**src/rtl/tank_move_ctrl.sv**
```systemverilog
// Per-tank motion controller: sub-pixel position stepped once per frame from a 4-key pad,
// clamped to screen bounds, rolled back on blocking collisions, with a shell-kill/respawn FSM.
module tank_move_ctrl #(
    parameter int COORD_W        = 11,
    parameter int FRAC_BITS      = 6,
    parameter int INITIAL_X      = 280,
    parameter int INITIAL_Y      = 185,
    parameter int INITIAL_DIR    = 1,
    parameter int SPEED          = 20,
    parameter int MIN_X          = 0,
    parameter int MAX_X          = 599,
    parameter int MIN_Y          = 0,
    parameter int MAX_Y          = 439,
    parameter int RESPAWN_FRAMES = 60
) (
    input  logic               clk,
    input  logic               reset,
    input  logic               startOfFrame,
    input  logic [3:0]         inputKeyPressed,
    input  logic               brickCollision,
    input  logic               tankCollision,
    input  logic               missleCollision,
    output logic [COORD_W-1:0] topLeftX,
    output logic [COORD_W-1:0] topLeftY,
    output logic [1:0]         tankDir,
    output logic               alive,
    output logic               respawnPulse,
    output logic               state_dbg
);

    localparam int POS_W = COORD_W + FRAC_BITS;
    localparam int SUM_W = POS_W + 1;
    localparam int CNT_W = (RESPAWN_FRAMES > 0) ? $clog2(RESPAWN_FRAMES + 1) : 1;

    localparam logic [POS_W-1:0] SPAWN_X = POS_W'(INITIAL_X << FRAC_BITS);
    localparam logic [POS_W-1:0] SPAWN_Y = POS_W'(INITIAL_Y << FRAC_BITS);
    localparam logic signed [SUM_W-1:0] LO_X = SUM_W'(MIN_X << FRAC_BITS);
    localparam logic signed [SUM_W-1:0] HI_X = SUM_W'(MAX_X << FRAC_BITS);
    localparam logic signed [SUM_W-1:0] LO_Y = SUM_W'(MIN_Y << FRAC_BITS);
    localparam logic signed [SUM_W-1:0] HI_Y = SUM_W'(MAX_Y << FRAC_BITS);
    localparam logic signed [SUM_W-1:0] STEP = SUM_W'(SPEED);
    localparam logic [CNT_W-1:0] CNT_INIT = CNT_W'(RESPAWN_FRAMES);

    typedef enum logic {ALIVE, DEAD} state_t;

    state_t             state;
    logic [POS_W-1:0]   pos_x, pos_y, prev_x, prev_y;
    logic               block_arm;
    logic [CNT_W-1:0]   cnt;

    logic signed [SUM_W-1:0] step_x, step_y, sum_x, sum_y;
    logic [POS_W-1:0]        next_x, next_y;
    logic                    key_valid;
    logic [1:0]              key_dir;

    // Negative sums fall below lo and therefore land on the lower bound.
    function automatic logic [POS_W-1:0] clamp(input logic signed [SUM_W-1:0] v,
                                               input logic signed [SUM_W-1:0] lo,
                                               input logic signed [SUM_W-1:0] hi);
        if (v < lo)
            return lo[POS_W-1:0];
        else if (v > hi)
            return hi[POS_W-1:0];
        else
            return v[POS_W-1:0];
    endfunction

    always_comb begin
        step_x    = '0;
        step_y    = '0;
        key_valid = 1'b0;
        key_dir   = tankDir;
        case (inputKeyPressed)
            4'b0001: begin step_y =  STEP; key_valid = 1'b1; key_dir = 2'd2; end
            4'b0010: begin step_y = -STEP; key_valid = 1'b1; key_dir = 2'd0; end
            4'b0100: begin step_x = -STEP; key_valid = 1'b1; key_dir = 2'd3; end
            4'b1000: begin step_x =  STEP; key_valid = 1'b1; key_dir = 2'd1; end
            default: ;
        endcase
        sum_x  = $signed({1'b0, pos_x}) + step_x;
        sum_y  = $signed({1'b0, pos_y}) + step_y;
        next_x = clamp(sum_x, LO_X, HI_X);
        next_y = clamp(sum_y, LO_Y, HI_Y);
    end

    always_ff @(posedge clk or posedge reset) begin
        if (reset) begin
            state        <= ALIVE;
            pos_x        <= SPAWN_X;
            pos_y        <= SPAWN_Y;
            prev_x       <= SPAWN_X;
            prev_y       <= SPAWN_Y;
            tankDir      <= 2'(INITIAL_DIR);
            alive        <= 1'b1;
            respawnPulse <= 1'b0;
            block_arm    <= 1'b1;
            cnt          <= '0;
        end else begin
            respawnPulse <= 1'b0;
            case (state)
                ALIVE: begin
                    if (missleCollision) begin
                        state <= DEAD;
                        alive <= 1'b0;
                        cnt   <= CNT_INIT;
                    end else if ((brickCollision || tankCollision) && block_arm) begin
                        // One rollback per frame even if the collision is held.
                        pos_x     <= prev_x;
                        pos_y     <= prev_y;
                        block_arm <= 1'b0;
                    end else if (startOfFrame) begin
                        prev_x    <= pos_x;
                        prev_y    <= pos_y;
                        pos_x     <= next_x;
                        pos_y     <= next_y;
                        block_arm <= 1'b1;
                        if (key_valid)
                            tankDir <= key_dir;
                    end
                end
                DEAD: begin
                    if (startOfFrame) begin
                        if (cnt == '0) begin
                            state        <= ALIVE;
                            pos_x        <= SPAWN_X;
                            pos_y        <= SPAWN_Y;
                            prev_x       <= SPAWN_X;
                            prev_y       <= SPAWN_Y;
                            tankDir      <= 2'(INITIAL_DIR);
                            alive        <= 1'b1;
                            respawnPulse <= 1'b1;
                            block_arm    <= 1'b1;
                        end else begin
                            cnt <= cnt - 1'b1;
                        end
                    end
                end
            endcase
        end
    end

    assign topLeftX  = pos_x[POS_W-1:FRAC_BITS];
    assign topLeftY  = pos_y[POS_W-1:FRAC_BITS];
    assign state_dbg = (state == DEAD);

endmodule

```
**config.mk**
```make
export PLATFORM = sky130hd
export DESIGN_NAME = tank_move_ctrl
export DESIGN_NICKNAME = d
export VERILOG_FILES = /design/src/rtl/tank_move_ctrl.sv
export SDC_FILE = /design/constraint.sdc
export NUM_CORES = 1
export LEC_CHECK = 0
export CORE_AREA = 3 3 130 107
export CTS_CLUSTER_DIAMETER = 80
export DETAILED_ROUTE_END_ITERATION = 12
export DIE_AREA = 0 0 133 110
export MAX_ROUTING_LAYER = met4
export SETUP_SLACK_MARGIN = 0.4
export SLEW_MARGIN = 0
export SYNTH_ARGS = -nofsm -noshare
export SYNTH_HDL_FRONTEND = slang
export SYNTH_SLANG_ARGS = --single-unit
export TNS_END_PERCENT = 30
```
**constraint.sdc**
```tcl
create_clock -name clk -period 7.1 [get_ports clk]
set_input_delay 1.42 -clock clk [delete_from_list [all_inputs] [get_ports clk]]
set_output_delay 1.42 -clock clk [all_outputs]
set_load 0.005 [all_outputs]
```
==> Yosys cells after proc, flatten, opt, wreduce, memory -nomap -nowiden <==
Index checks and enable logic that the tools add are counted.
{ "word_totals": {"regBits": 80, "inputBits": 10, "out_inout_bits": 27, "word_cells": 95} }
{ "classes": {"n_addsub": 3, "magnitude_cmp": 4, "eq_ne": 14, "muxes": 54, "bitwise": 1, "n_reduce_logical": 9} }
{ "op_table": {"columns": ["op", "n"], "rows": [
  ["17-bit two-way mux", 20],
  ["17-bit case mux with 2 select lines", 4],
  ["18-bit case mux with 2 select lines", 2],
  ["18-bit adder", 2],
  ["18-bit by 1-bit < comparator with 1-bit output, second input constant", 2],
  ["18-bit by 16-bit > comparator with 1-bit output, second input constant", 1],
  ["18-bit by 17-bit > comparator with 1-bit output, second input constant", 1],
  ["6-bit two-way mux", 3],
  ["2-bit inequality test, second input constant", 7],
  ["1-bit two-way mux", 13],
  ["2-bit two-way mux", 6],
  ["6-bit case mux with 2 select lines", 1],
  ["2-bit case mux with 4 select lines", 1],
  ["7-bit AND reduction", 1],
  ["6-bit logical NOT", 1],
  ["1-bit case mux with 2 select lines", 3],
  ["3-bit AND reduction", 2],
  ["6-bit by 1-bit subtractor with 6-bit output, second input constant", 1],
  ["5-bit by 1-bit inequality test with 1-bit output, second input constant", 1],
  ["5-bit AND reduction", 1],
  ["4-bit by 1-bit == test with 1-bit output, second input constant", 1],
  ["4-bit by 2-bit == test with 1-bit output, second input constant", 1],
  ["4-bit by 3-bit == test with 1-bit output, second input constant", 1],
  ["4-bit == test, second input constant", 1],
  ["8 further kinds", 8]
]} }

==> Depth between registers and ports, before layout <==
Gate-level depths: netlist of run 1.
{ "depth": {"ltp_word": 10, "ltp_mapped": 15, "mapped_depth_nobuf": 14} }

==> Least setup slack after synthesis of run 1 <==
Ideal clock, no wire load.
{ "synth_path": {"path_type": "input-to-reg", "from": "input port inputKeyPressed[1]", "to": "register pos_x[6]", "setup_ns": 0.095, "t_arrival_ns": 5.091, "required_time_ns": 7.005, "slack_ns": 1.913, "stages": 15, "n_path_buf": 1, "path_cell_list": "or4b_2 clkbuf_1 inv_1 or2_2 ha_1 inv_1 fa_1 nand2b_1 a21oi_1 nor2_1 xor2_1 o311a_1 o311a_4 o2111a_1 o31ai_1"} }
{ "synth_between": {"elab_chain_cells": 10, "word_cells_on_any_way": 12, "classes_between": "add/sub (1); order compare (2); eq/ne (2); mux (7)"} }
{ "synth_lines": {"columns": ["element", "line", "text"], "rows": [
  ["start: declaration", "19", "input logic [3:0] inputKeyPressed,"],
  ["4-bit == test or 4-bit by 3-bit == test with 1-bit output (tied branches)", "73", "case (inputKeyPressed)"],
  ["18-bit case mux with 2 select lines (*)", "73", null],
  ["18-bit adder (*)", "80", "sum_x = $signed({1'b0, pos_x}) + step_x;"],
  ["18-bit by 17-bit > comparator with 1-bit output", "62", "else if (v > hi)"],
  ["17-bit two-way mux", "62", null],
  ["17-bit two-way mux (*)", "60", "if (v < lo)"],
  ["17-bit two-way mux (*)", "111", "end else if (startOfFrame) begin"],
  ["17-bit two-way mux (*)", "106", "end else if ((brickCollision || tankCollision) && block_arm) begin"],
  ["17-bit two-way mux (*)", "102", "if (missleCollision) begin"],
  ["17-bit case mux with 2 select lines (*)", "100", "case (state)"],
  ["end signal: assignment", "108", "pos_x <= prev_x;"],
  ["end signal: assignment", "114", "pos_x <= next_x;"],
  ["end: declaration", "47", "logic [POS_W-1:0] pos_x, pos_y, prev_x, prev_y;"]
]} }
Mark *: on every way between the ends. The rest lies on a longest branch, timed or not. The select of a mux whose other input is x is not followed.
A chain may end at the register's enable or synchronous reset.

==> Worst setup path in the final report of run 1 <==
Same ends and word-level chain as after synthesis.

==> results of run 1 <==
sequential cells by signal (all words and copies together) (netlist names), 2 cells and up:
signal   flops
prev_x      17
cnt          6
pos_x       17
tankDir      2
pos_y       17
prev_y      17
final cells by class:
cell class	count	area share [%]
Clock buffer	10	3.63
Clock inverter	6	1.47
Inverter	20	1.21
Sequential cell	80	32.1
Timing Repair Buffer	41	6.30
Tap cell	175	3.47
Multi-Input combinational cell	499	51.8
critical path, stage by stage:
cell             delay, ns
clkdlybuf4s50_1       0.47
or4b_2                0.83
inv_1                 0.45
or2_2                 0.22
ha_1                  0.16
inv_1                 0.05
fa_1                  0.39
nand2b_1              0.18
a21oi_1               0.21
nor2_1                0.14
xor2_1                0.18
o311a_1               0.38
o311a_4               0.43
o2111a_1              0.25
o31ai_1               0.22
Yosys cell counts, types with 10 or more instances:
cell,n,area [sq um]
a21oi_1,37,185
a22oi_1,15,113
buf_4,22,165
clkbuf_1,25,93.8
dfrtp_1,61,1530
dfstp_2,19,499
ha_1,32,400
inv_1,19,71.3
nand2_1,112,420
nand2b_1,10,62.6
nor2_1,41,154
nor3_1,12,60.1
o211ai_1,10,75.1
o21ai_0,59,295
o31ai_1,12,90.1
xnor2_1,10,87.6
layer usage:
metal | global-route usage, % | routed length [um] | vias to the layer above
li1 | - | - | 2352
met1 | 30.2 | 7400 | 2380
met2 | 32.0 | 6350 | 118
met3 | 4.17 | 800 | 21
met4 | 6.60 | 242 | 0
met5 | - | 0 | -
where the power goes:
group | internal (mW) | total (mW) | switching [mW]
Sequential | 0.653 | 0.804 | 0.150
Combinational | 0.394 | 0.861 | 0.467
Clock | 0.310 | 0.501 | 0.191
Total | 1.36 | 2.17 | 0.809
cell families (layout without fill, tap and decap cells):
logic type / count (synthesis) / in the layout / share of synthesized area, %
compound gates: 218 / 218 / 27.4
fa+ha+maj: 34 / 34 / 7.77
flops: 80 / 80 / 35.8
simple gates: 224 / 224 / 18.4
xor+xnor: 21 / 21 / 3.71
buf+inv: 74 / 77 / 6.60
mux: 2 / 2 / 0.353
worst paths after layout:
check | start | to | cells after the start
worst max-delay path | inputKeyPressed[1] | pos_x[6] | 15
worst min-delay path | alive | alive | 2
worst max register to register | pos_y[2] | pos_y[3] | 11
worst min register to register | alive | alive | 2
max in group asynchronous | reset | prev_y[14] | 3
min in group asynchronous | reset | cnt[0] | 3
==> impl_metrics.yaml, run 1 <==
grt:
  grt_max_degree: 81
  grt_remaining_overflow: 0
  grt_pass1_wl_um: 24300
  grt_pass1_vias: 4630
  grt.total_usage_pct: 21.6
  antenna_found_initial: 0
cts:
  cts_hold_buffers: 0
  cts_tree: "done"
  cts_max_level: 3
  cts_root_buf: "clkbuf_16"
  numClockSinks: 80
  clk_pin_slew_ns: 0.07
  cts_resized: 0
  clockBufferDepth: 2
  clock_latency_ns: 0.34
  cts_setup_buffers: 0
  cts_made_buffers: 9
route:
  drt_iter0_markers: 297
  drc: 0
  wl_um: 14800
  drt-wirelength-per-cell_um: 17.8
  vias: 4871
  antenna_left: 0
  first_pass_iters: 5
  via_per_inst: 5.86
critical_path:
  worst_ep_required_time_ns: 7.35
  regToRegSetupSlack_ns: 3.57
  crit_path_max_fanout: 15
  worstPathArrival_ns: 5.98
  startpoint_type: "primary input"
  crit_path_end_kind: "register"
  worstSetupPathType: "in -> reg"
floorplan:
  start_util_pct: 44.5
  die_area_sq_um: 14600
  coreArea_sq_um: 12700
  io_pins: 37
  die_width_um: 133
  die_h_um: 110
  std_cell_rows: 37
sta:
  slew_headroom_pct: 23.7
  finalSetupViolCount: 0
  rsz0062_at_grt: "false"
  tightest_slew_ns: 1.14
  post-route-period-util_pct: 80.7
  finalSetupTns_ns: 0
  fmax_ghz: 0.174
  hold_violations: 0
  drv_slew: 0
  whs_ns: 0.465
  fin_crit_ns: 5.73
  fin_ws_ns: 1.37
  skew_ns: 0.00952
logic_synthesis:
  syn_area_sq_um: 5670
  avgSynthCellArea_sq_um: 8.68
  synth_edf_count: 0
  dominantRegCellSynth: "dfrtp_1"
  synthesis.nets: 697
  ys_ff_latch: 80
  synth_cell_types: 79
  synth.yosys.seq_area_share_pct: 35.8
  async_reset_ff_share_pct: 100
  syn_inst: 653
  ys_warn_count: 0
job:
  drv_cap: 0
final_layout:
  area_delta_synth_final_pct: 11.4
  seq_area_sq_um: 2030
  multi_input_area_sq_um: 3270
  fillers: 1235
  fin_cells: 831
  final_nets: 695
  fin_util_pct: 49.6
  final_cell_mix: "nand2_1 (111), dfrtp_1 (61), o21ai_0 (59), nor2_1 (39), a21oi_1 (37)"
  layout_commonest_cell: "nand2_1"
  drive_gt1_share_pct: 11.6
  fin_area_sq_um: 6310
  diodes: 0
power:
  finalPower_mw: 2.17
  power_density_nw_per_um2: 343
  vdd_drop_max_mv: 0.151
  p_leak_nw: 2.70
placed_design:
  placement.cell_area_sq_um: 5990
  place.gp.congestion: 0.924
  dp_slack_ns: 1.01
  io_buffers: 36
  hpwlAfterDp_um: 10700
  dp_cells: 815
worst_hold_path:
  holdCritPathClass: "reg -> reg"
outcome:
  outcome: "completed"
Power figures use the tool's default switching activity.
==> run 2, diff against run 1 <==
clock period = 5.1 ns   (was 7.1 ns; I/O delays follow)
==> impl_metrics.yaml, run 2 (same netlist as run 1, synthesis figures left out) <==
outcome:
  outcome: "completed"
floorplan:
  coreArea_sq_um: 12700
  die_area_sq_um: 14600
  std_cell_rows: 37
  die_width_um: 133
  die_h_um: 110
  io_pins: 37
  start_util_pct: 44.5
worst_hold_path:
  holdCritPathClass: "reg -> reg"
  hold_depth: 2
route:
  drt_iter0_markers: 361
  drc: 0
  wl_um: 15200
  antenna_left: 0
  drt-wirelength-per-cell_um: 17.7
  first_pass_iters: 5
  via_per_inst: 5.74
  vias: 4927
sta:
  hold_violations: 0
  tightest_slew_ns: 0.958
  drv_slew: 0
  fmax_ghz: 0.219
  finalSetupTns_ns: 0
  skew_ns: 0.0136
  slew_headroom_pct: 35.7
  finalSetupViolCount: 0
  rsz0062_at_grt: "true"
  post-route-period-util_pct: 89.6
  fin_crit_ns: 4.57
  fin_ws_ns: 0.532
  whs_ns: 0.468
final_layout:
  final_cell_mix: "nand2_1 (110), dfrtp_1 (61), o21ai_0 (57), nor2_1 (40), clkdlybuf4s50_1 (36)"
  fin_cells: 859
  final_nets: 723
  layout_commonest_cell: "nand2_1"
  area_delta_synth_final_pct: 15.8
  diodes: 0
  drive_gt1_share_pct: 16.5
  fillers: 1171
grt:
  antenna_found_initial: 0
  grt.total_usage_pct: 21.7
  grt_pass1_vias: 4652
  grt_pass1_wl_um: 24800
  grt_remaining_overflow: 0
  grt_max_degree: 53
placed_design:
  io_buffers: 36
  dp_slack_ns: 0.0653
  hpwlAfterDp_um: 11200
  place.gp.congestion: 0.900
  dp_cells: 843
power:
  vdd_drop_max_mv: 0.292
  p_leak_nw: 2.84
  finalPower_mw: 3.06
  power_density_nw_per_um2: 466
cts:
  cts_tree: "done"
  clock_latency_ns: 0.34
  cts_setup_buffers: 0
  cts_resized: 0
  cts_hold_buffers: 0
  clk_pin_slew_ns: 0.06
  cts_root_buf: "clkbuf_16"
  cts_max_level: 3
  numClockSinks: 80
  cts_made_buffers: 9
  clockBufferDepth: 2
job:
  drv_cap: 0
critical_path:
  worstPathArrival_ns: 4.83
  rr_worst_depth: 9
  crit_path_max_fanout: 5
  startpoint_type: "primary input"
  worstSetupPathType: "in -> reg"
  worst_ep_required_time_ns: 5.36
  crit_path_end_kind: "register"
## run 2: worst paths after layout
kind / end / start / slack, ns
worst max register to register: pos_x[3] / pos_x[8] / 2.02
worst max-delay path: pos_y[6] / inputKeyPressed[0] / 0.53
worst min-delay path: alive / alive / 0.47
max in group asynchronous: pos_x[10] / reset / 2.97
worst min register to register: alive / alive / 0.47
min in group asynchronous: prev_y[0] / reset / 1.18
## run 2: cell type report
cell class | count | area, sq um | area share (%)
timing repair buffer | 69 | 612 | 9.33
tap | 175 | 219 | 3.34
clock inverter | 6 | 66.3 | 1.01
sequential | 80 | 2030 | 30.9
inverter | 20 | 80.1 | 1.22
clock buffer | 10 | 229 | 3.49
multi-input combinational | 499 | 3330 | 50.7
## run 2: critical path, cell delays in order
cell	delay, ns
clkdlybuf4s50_1	0.46
or4b_2	0.72
nand2_2	0.11
ha_1	0.17
inv_1	0.06
fa_1	0.52
nor4b_1	0.32
o211ai_1	0.23
a311oi_1	0.41
o211ai_1	0.16
nand3_1	0.14
buf_4	0.14
o21ai_0	0.10
o31a_1	0.29
## run 2: stage by stage
step	util, %	instance area [sq um]
2_1_floorplan	-	5670
3_3_place_gp	48.7	6200
3_5_place_dp	48.7	6200
4_1_cts	51.0	6490
5_1_grt	51.5	6560
6_report	51.5	6560
## run 2: where the power goes
| part | switching, mW | total, mW | internal, mW | leakage (nW) |
|---|---|---|---|---|
| logic | 0.689 | 1.30 | 0.611 | 1.69 |
| clock network | 0.265 | 0.647 | 0.382 | 0.147 |
| registers | 0.204 | 1.11 | 0.909 | 1.00 |
## run 2: metal layers
| metal | GRT usage, % | wire (um) | vias to the layer above |
|---|---|---|---|
| met5 | - | 0 | - |
| met2 | 31.8 | 6470 | 150 |
| met4 | 4.38 | 224 | 0 |
| li1 | - | - | 2414 |
| met3 | 4.49 | 902 | 21 |
| met1 | 31.3 | 7600 | 2342 |
==> patch 1: new RTL, config.mk and constraints of run 1 <==
The parameter `COORD_W` goes from 11 to 15.
--- a/src/rtl/tank_move_ctrl.sv
+++ b/src/rtl/tank_move_ctrl.sv
@@ -1,7 +1,7 @@
 // Per-tank motion controller: sub-pixel position stepped once per frame from a 4-key pad,
 // clamped to screen bounds, rolled back on blocking collisions, with a shell-kill/respawn FSM.
 module tank_move_ctrl #(
-    parameter int COORD_W        = 11,
+    parameter int COORD_W        = 15,
     parameter int FRAC_BITS      = 6,
     parameter int INITIAL_X      = 280,
     parameter int INITIAL_Y      = 185,
Interface: changed (resized topLeftX and topLeftY); port bits go from 37 to 45. No check against the original RTL was run, so the function may have changed too.
==> patch 1 against run 1 <==
Utilization is 9.2 points higher. Fmax is 2.9% lower. Synthesized cell count is 25% higher. Area after synthesis is 20% higher. Routed wire length is 23% higher. Sequential share of layout area is 0.32 points higher. Cell area is 19% higher. Power is 3.6% higher. Sequential cell count is 16 higher. Setup slack worse by 0.17 ns. Critical endpoint is now pos_x[8]. Largest power group is now sequential cells.
==> patch 1: results (changes against run 1) <==
* Leak Pwr at 3.31 nW (+22%)
* CP Capture Point: pos_x[8]
* Reg-to-reg startpoint: pos_x[9]
* Outcome: complete, no violations
* DP Wirelength at 12600 um (+17%)
* Worst VDD drop at 0.150 mV (-0.50%)
* Post-Synth Adder-Cell Area at 7.94% (+0.17 points)
* CP arrival at 6.14 ns (+0.16 ns)
* Largest net degree at the start of global routing at 89 (+9.9%)
* Post-synthesis compound-gate area fraction at 24.5% (-2.9 points)
* Share of layout cells above drive strength 1 at 9.37% (-2.2 points)
* Cell count after synthesis at 819 (+25%)
* Synth Net Count at 871 (+25%)
* Net Sw Frac at 37.6% (+0.27 points)
* Crit path max fanout at 17 (+2)
* Slowest stage delay, CP at 0.74 ns (-0.09 ns)
* Count of cell types in the netlist at 82 (+3.8%)
* Mux contribution to synthesized area at 0.754% (+0.40 points)
* Initial DRC count at 515 (+73%)
* Grt met1 use at 38.1% (+7.9 points)
* Seq/Total Area, Yosys at 35.6% (-0.11 points)
* Place WS at 0.906 ns (-0.108 ns)
* Top cells by count, synth: nand2_1 (136), dfrtp_1 (77), o21ai_0 (74)
* Cell Area, Placed at 0.00719 mm^2 (+20%)
* Met1 wire length at 9190 um (+24%)
* Worst Skew at 0.00954 ns (+0.0000177 ns)
* Comb pwr at 0.862 mW (about the same)
* Routing usage on met2 at 38.7% (+6.7 points)
* Area contributors post-synth: dfrtp_1 (28%), nand2_1 (7.5%), ha_1 (7.4%)
* Wire length on met2 at 7870 um (+24%)
* Slowest cell on crit path: or4b_1
* PwrDens at 300 mW/mm^2 (-13%)
* Met3 wirelength from detailed routing at 849 um (+6.1%)
* GRT Overall Usage at 26.3% (+4.6 points)
* Slew at the pin with the worst max-slew slack at 0.994 ns (-0.147 ns)
* Synth Area in XOR/XNOR at 3.47% (-0.24 points)
* Vias per inst at 6.09 (+4.0%)
==> patch 1: cell types whose count changed after synthesis, sizes merged, moves of 7 or more <==
| cell | run 1 | this run |
|---|---|---|
| nor2 | 41 | 57 |
| nand2 | 112 | 137 |
| nand3 | 9 | 33 |
| o22ai | 2 | 11 |
| a22oi | 15 | 0 |
| a211oi | 5 | 12 |
| a21oi | 38 | 65 |
| dfrtp | 61 | 77 |
| and3 | 5 | 16 |
| clkbuf | 25 | 34 |
| ha | 32 | 40 |
| o21ai | 65 | 81 |
==> patch 1: area by class of cell <==
type / count / area, um^2
fillers: 1160 / 5250
multi-input cells: 632 / 3940
flip-flops and latches: 96 / 2430
repair buffers: 55 / 523
clock buffers: 11 / 233
well taps: 175 / 219
inverters: 23 / 88.8
clock inverters: 5 / 58.8
==> patch 1: critical path: cells and delay by family <==
family	cells	cell delay, ns
AO/OA/AOI/OAI	7	2.06
adder cells (fa/ha/maj)	1	0.36
buffers and inverters	3	0.87
multiplexers	1	0.17
AND/OR/NAND/NOR	2	1.26
==> patch 2: new RTL, settings of run 1 <==
Made on the original files. Remove the case item `4'b0010` of the case on `inputKeyPressed`.
--- a/src/rtl/tank_move_ctrl.sv
+++ b/src/rtl/tank_move_ctrl.sv
@@ -72,7 +72,6 @@
         key_dir   = tankDir;
         case (inputKeyPressed)
             4'b0001: begin step_y =  STEP; key_valid = 1'b1; key_dir = 2'd2; end
-            4'b0010: begin step_y = -STEP; key_valid = 1'b1; key_dir = 2'd0; end
             4'b0100: begin step_x = -STEP; key_valid = 1'b1; key_dir = 2'd3; end
             4'b1000: begin step_x =  STEP; key_valid = 1'b1; key_dir = 2'd1; end
             default: ;
Check against the original RTL: not equivalent (Yosys sat finds a counterexample within 4 cycles, from zero or initial values and one cycle with reset high).
==> patch 2 against run 1 <==
Area after synthesis down 13%. Sequential cell count stayed put. Critical path depth is the same. Routed wire length shrank 18%. Non-clock buffer count rose by 1. Sequential power decreased by 5.5%. Cell area shrank 11%. Setup slack worse by 0.012 ns. Utilization is 5.7 points lower. Register-to-register slack better by 0.21 ns. Worst hold slack lost 0.00062 ns. Power shrank 21%. Highest routed layer unchanged.
==> patch 2: results (changes against run 1) <==
* Multi-In Gates at 422 (-15%)
* PwrDens at 305 mW/mm^2 (-11%)
* Mux contribution to synthesized area at 0% (-0.35 points)
* Cell Area, Placed at 0.00529 mm^2 (-12%)
* Seq/Total Area, Yosys at 41.0% (+5.2 points)
* Final Net Count at 605 (-13%)
* Placed cells at 738 (-9.4%)
* Non-clock buffer share at 7.25% (+0.95 points)
* Fill count at 1229 (-0.49%)
* Synth Area in XOR/XNOR at 3.01% (-0.70 points)
* Vias at 4170 (-14%)
* Worst VDD drop at 0.145 mV (-4.3%)
* P_int at 1.15 mW (-16%)
* Vias per inst at 5.53 (-5.6%)
* Initial DRC count at 318 (+7.1%)
* Share of layout cells above drive strength 1 at 10.0% (-1.6 points)
* Met3 usage at 3.54% (-0.64 points)
* Multi-input gate area at 0.00257 mm^2 (-22%)
* DP Wirelength at 8400 um (-22%)
* CLK BUF at 13 (+3)
* Syn_area_per_cell at 8.64 um^2 (-0.36%)
* CP arrival at 6.00 ns (+0.02 ns)
* Clock Network Area Fraction at 5.37% (+0.28 points)
* GRT Overall Usage at 17.6% (-4.0 points)
* Vias in the first global route at 3918 (-15%)
* Clk pwr share at 27.5% (+4.4 points)
* Grt met1 use at 25.2% (-5.0 points)
* Global placer's final weighted congestion at 0.895 (-3.1%)
* Inverter count at 19 (-5.0%)
* Post-synthesis compound-gate area fraction at 24.3% (-3.1 points)
* Place WS at 1.05 ns (+0.0317 ns)
* Crit path max-delay family: simple AND/OR/NAND/NOR gates
* Area contributors post-synth: dfrtp_1 (31%), dfstp_2 (10%), nand2_1 (7.4%)
* Routed wire per std cell at 16.0 um (-10%)
* Buffers excl. clock at 42 (+2.4%)
* Outcome: complete, no violations
* Flip-flop and latch count at 80 (unchanged)
* Top cells by count, synth: nand2_1 (98), dfrtp_1 (61), o21ai_0 (55)
* Seq area share at 36.2% (+4.2 points)
* First-pass GRT wire length at 20200 um (-17%)
* Synth Net Count at 603 (-13%)
patch 2: changes by cell type after synthesis, sizes merged, moves of 4 or more:
| cell | before | now |
|---|---|---|
| nor4 | 2 | 6 |
| xor2 | 11 | 5 |
| o21a | 9 | 5 |
| o211ai | 12 | 3 |
| nand2b | 10 | 4 |
| buf | 29 | 25 |
| a222oi | 0 | 4 |
| ha | 32 | 20 |
| a21oi | 38 | 24 |
| a22oi | 15 | 10 |
| nand2 | 112 | 98 |
| o21ai | 65 | 59 |
patch 2: metal layers:
layer | wire length [um] | vias to the layer above
li1 | - | 2043
met1 | 6240 | 2026
met2 | 5220 | 91
met3 | 506 | 10
met4 | 118 | 0
met5 | 0 | -
patch 2: worst paths after layout:
path / from / endpoint / slack [ns]
max: inputKeyPressed[1] / pos_x[6] / 1.35
min: block_arm / block_arm / 0.46
max reg2reg: pos_y[2] / pos_y[1] / 3.78
min reg2reg: block_arm / block_arm / 0.46
max in group asynchronous: reset / pos_y[7] / 4.74
min in group asynchronous: reset / prev_y[12] / 1.71
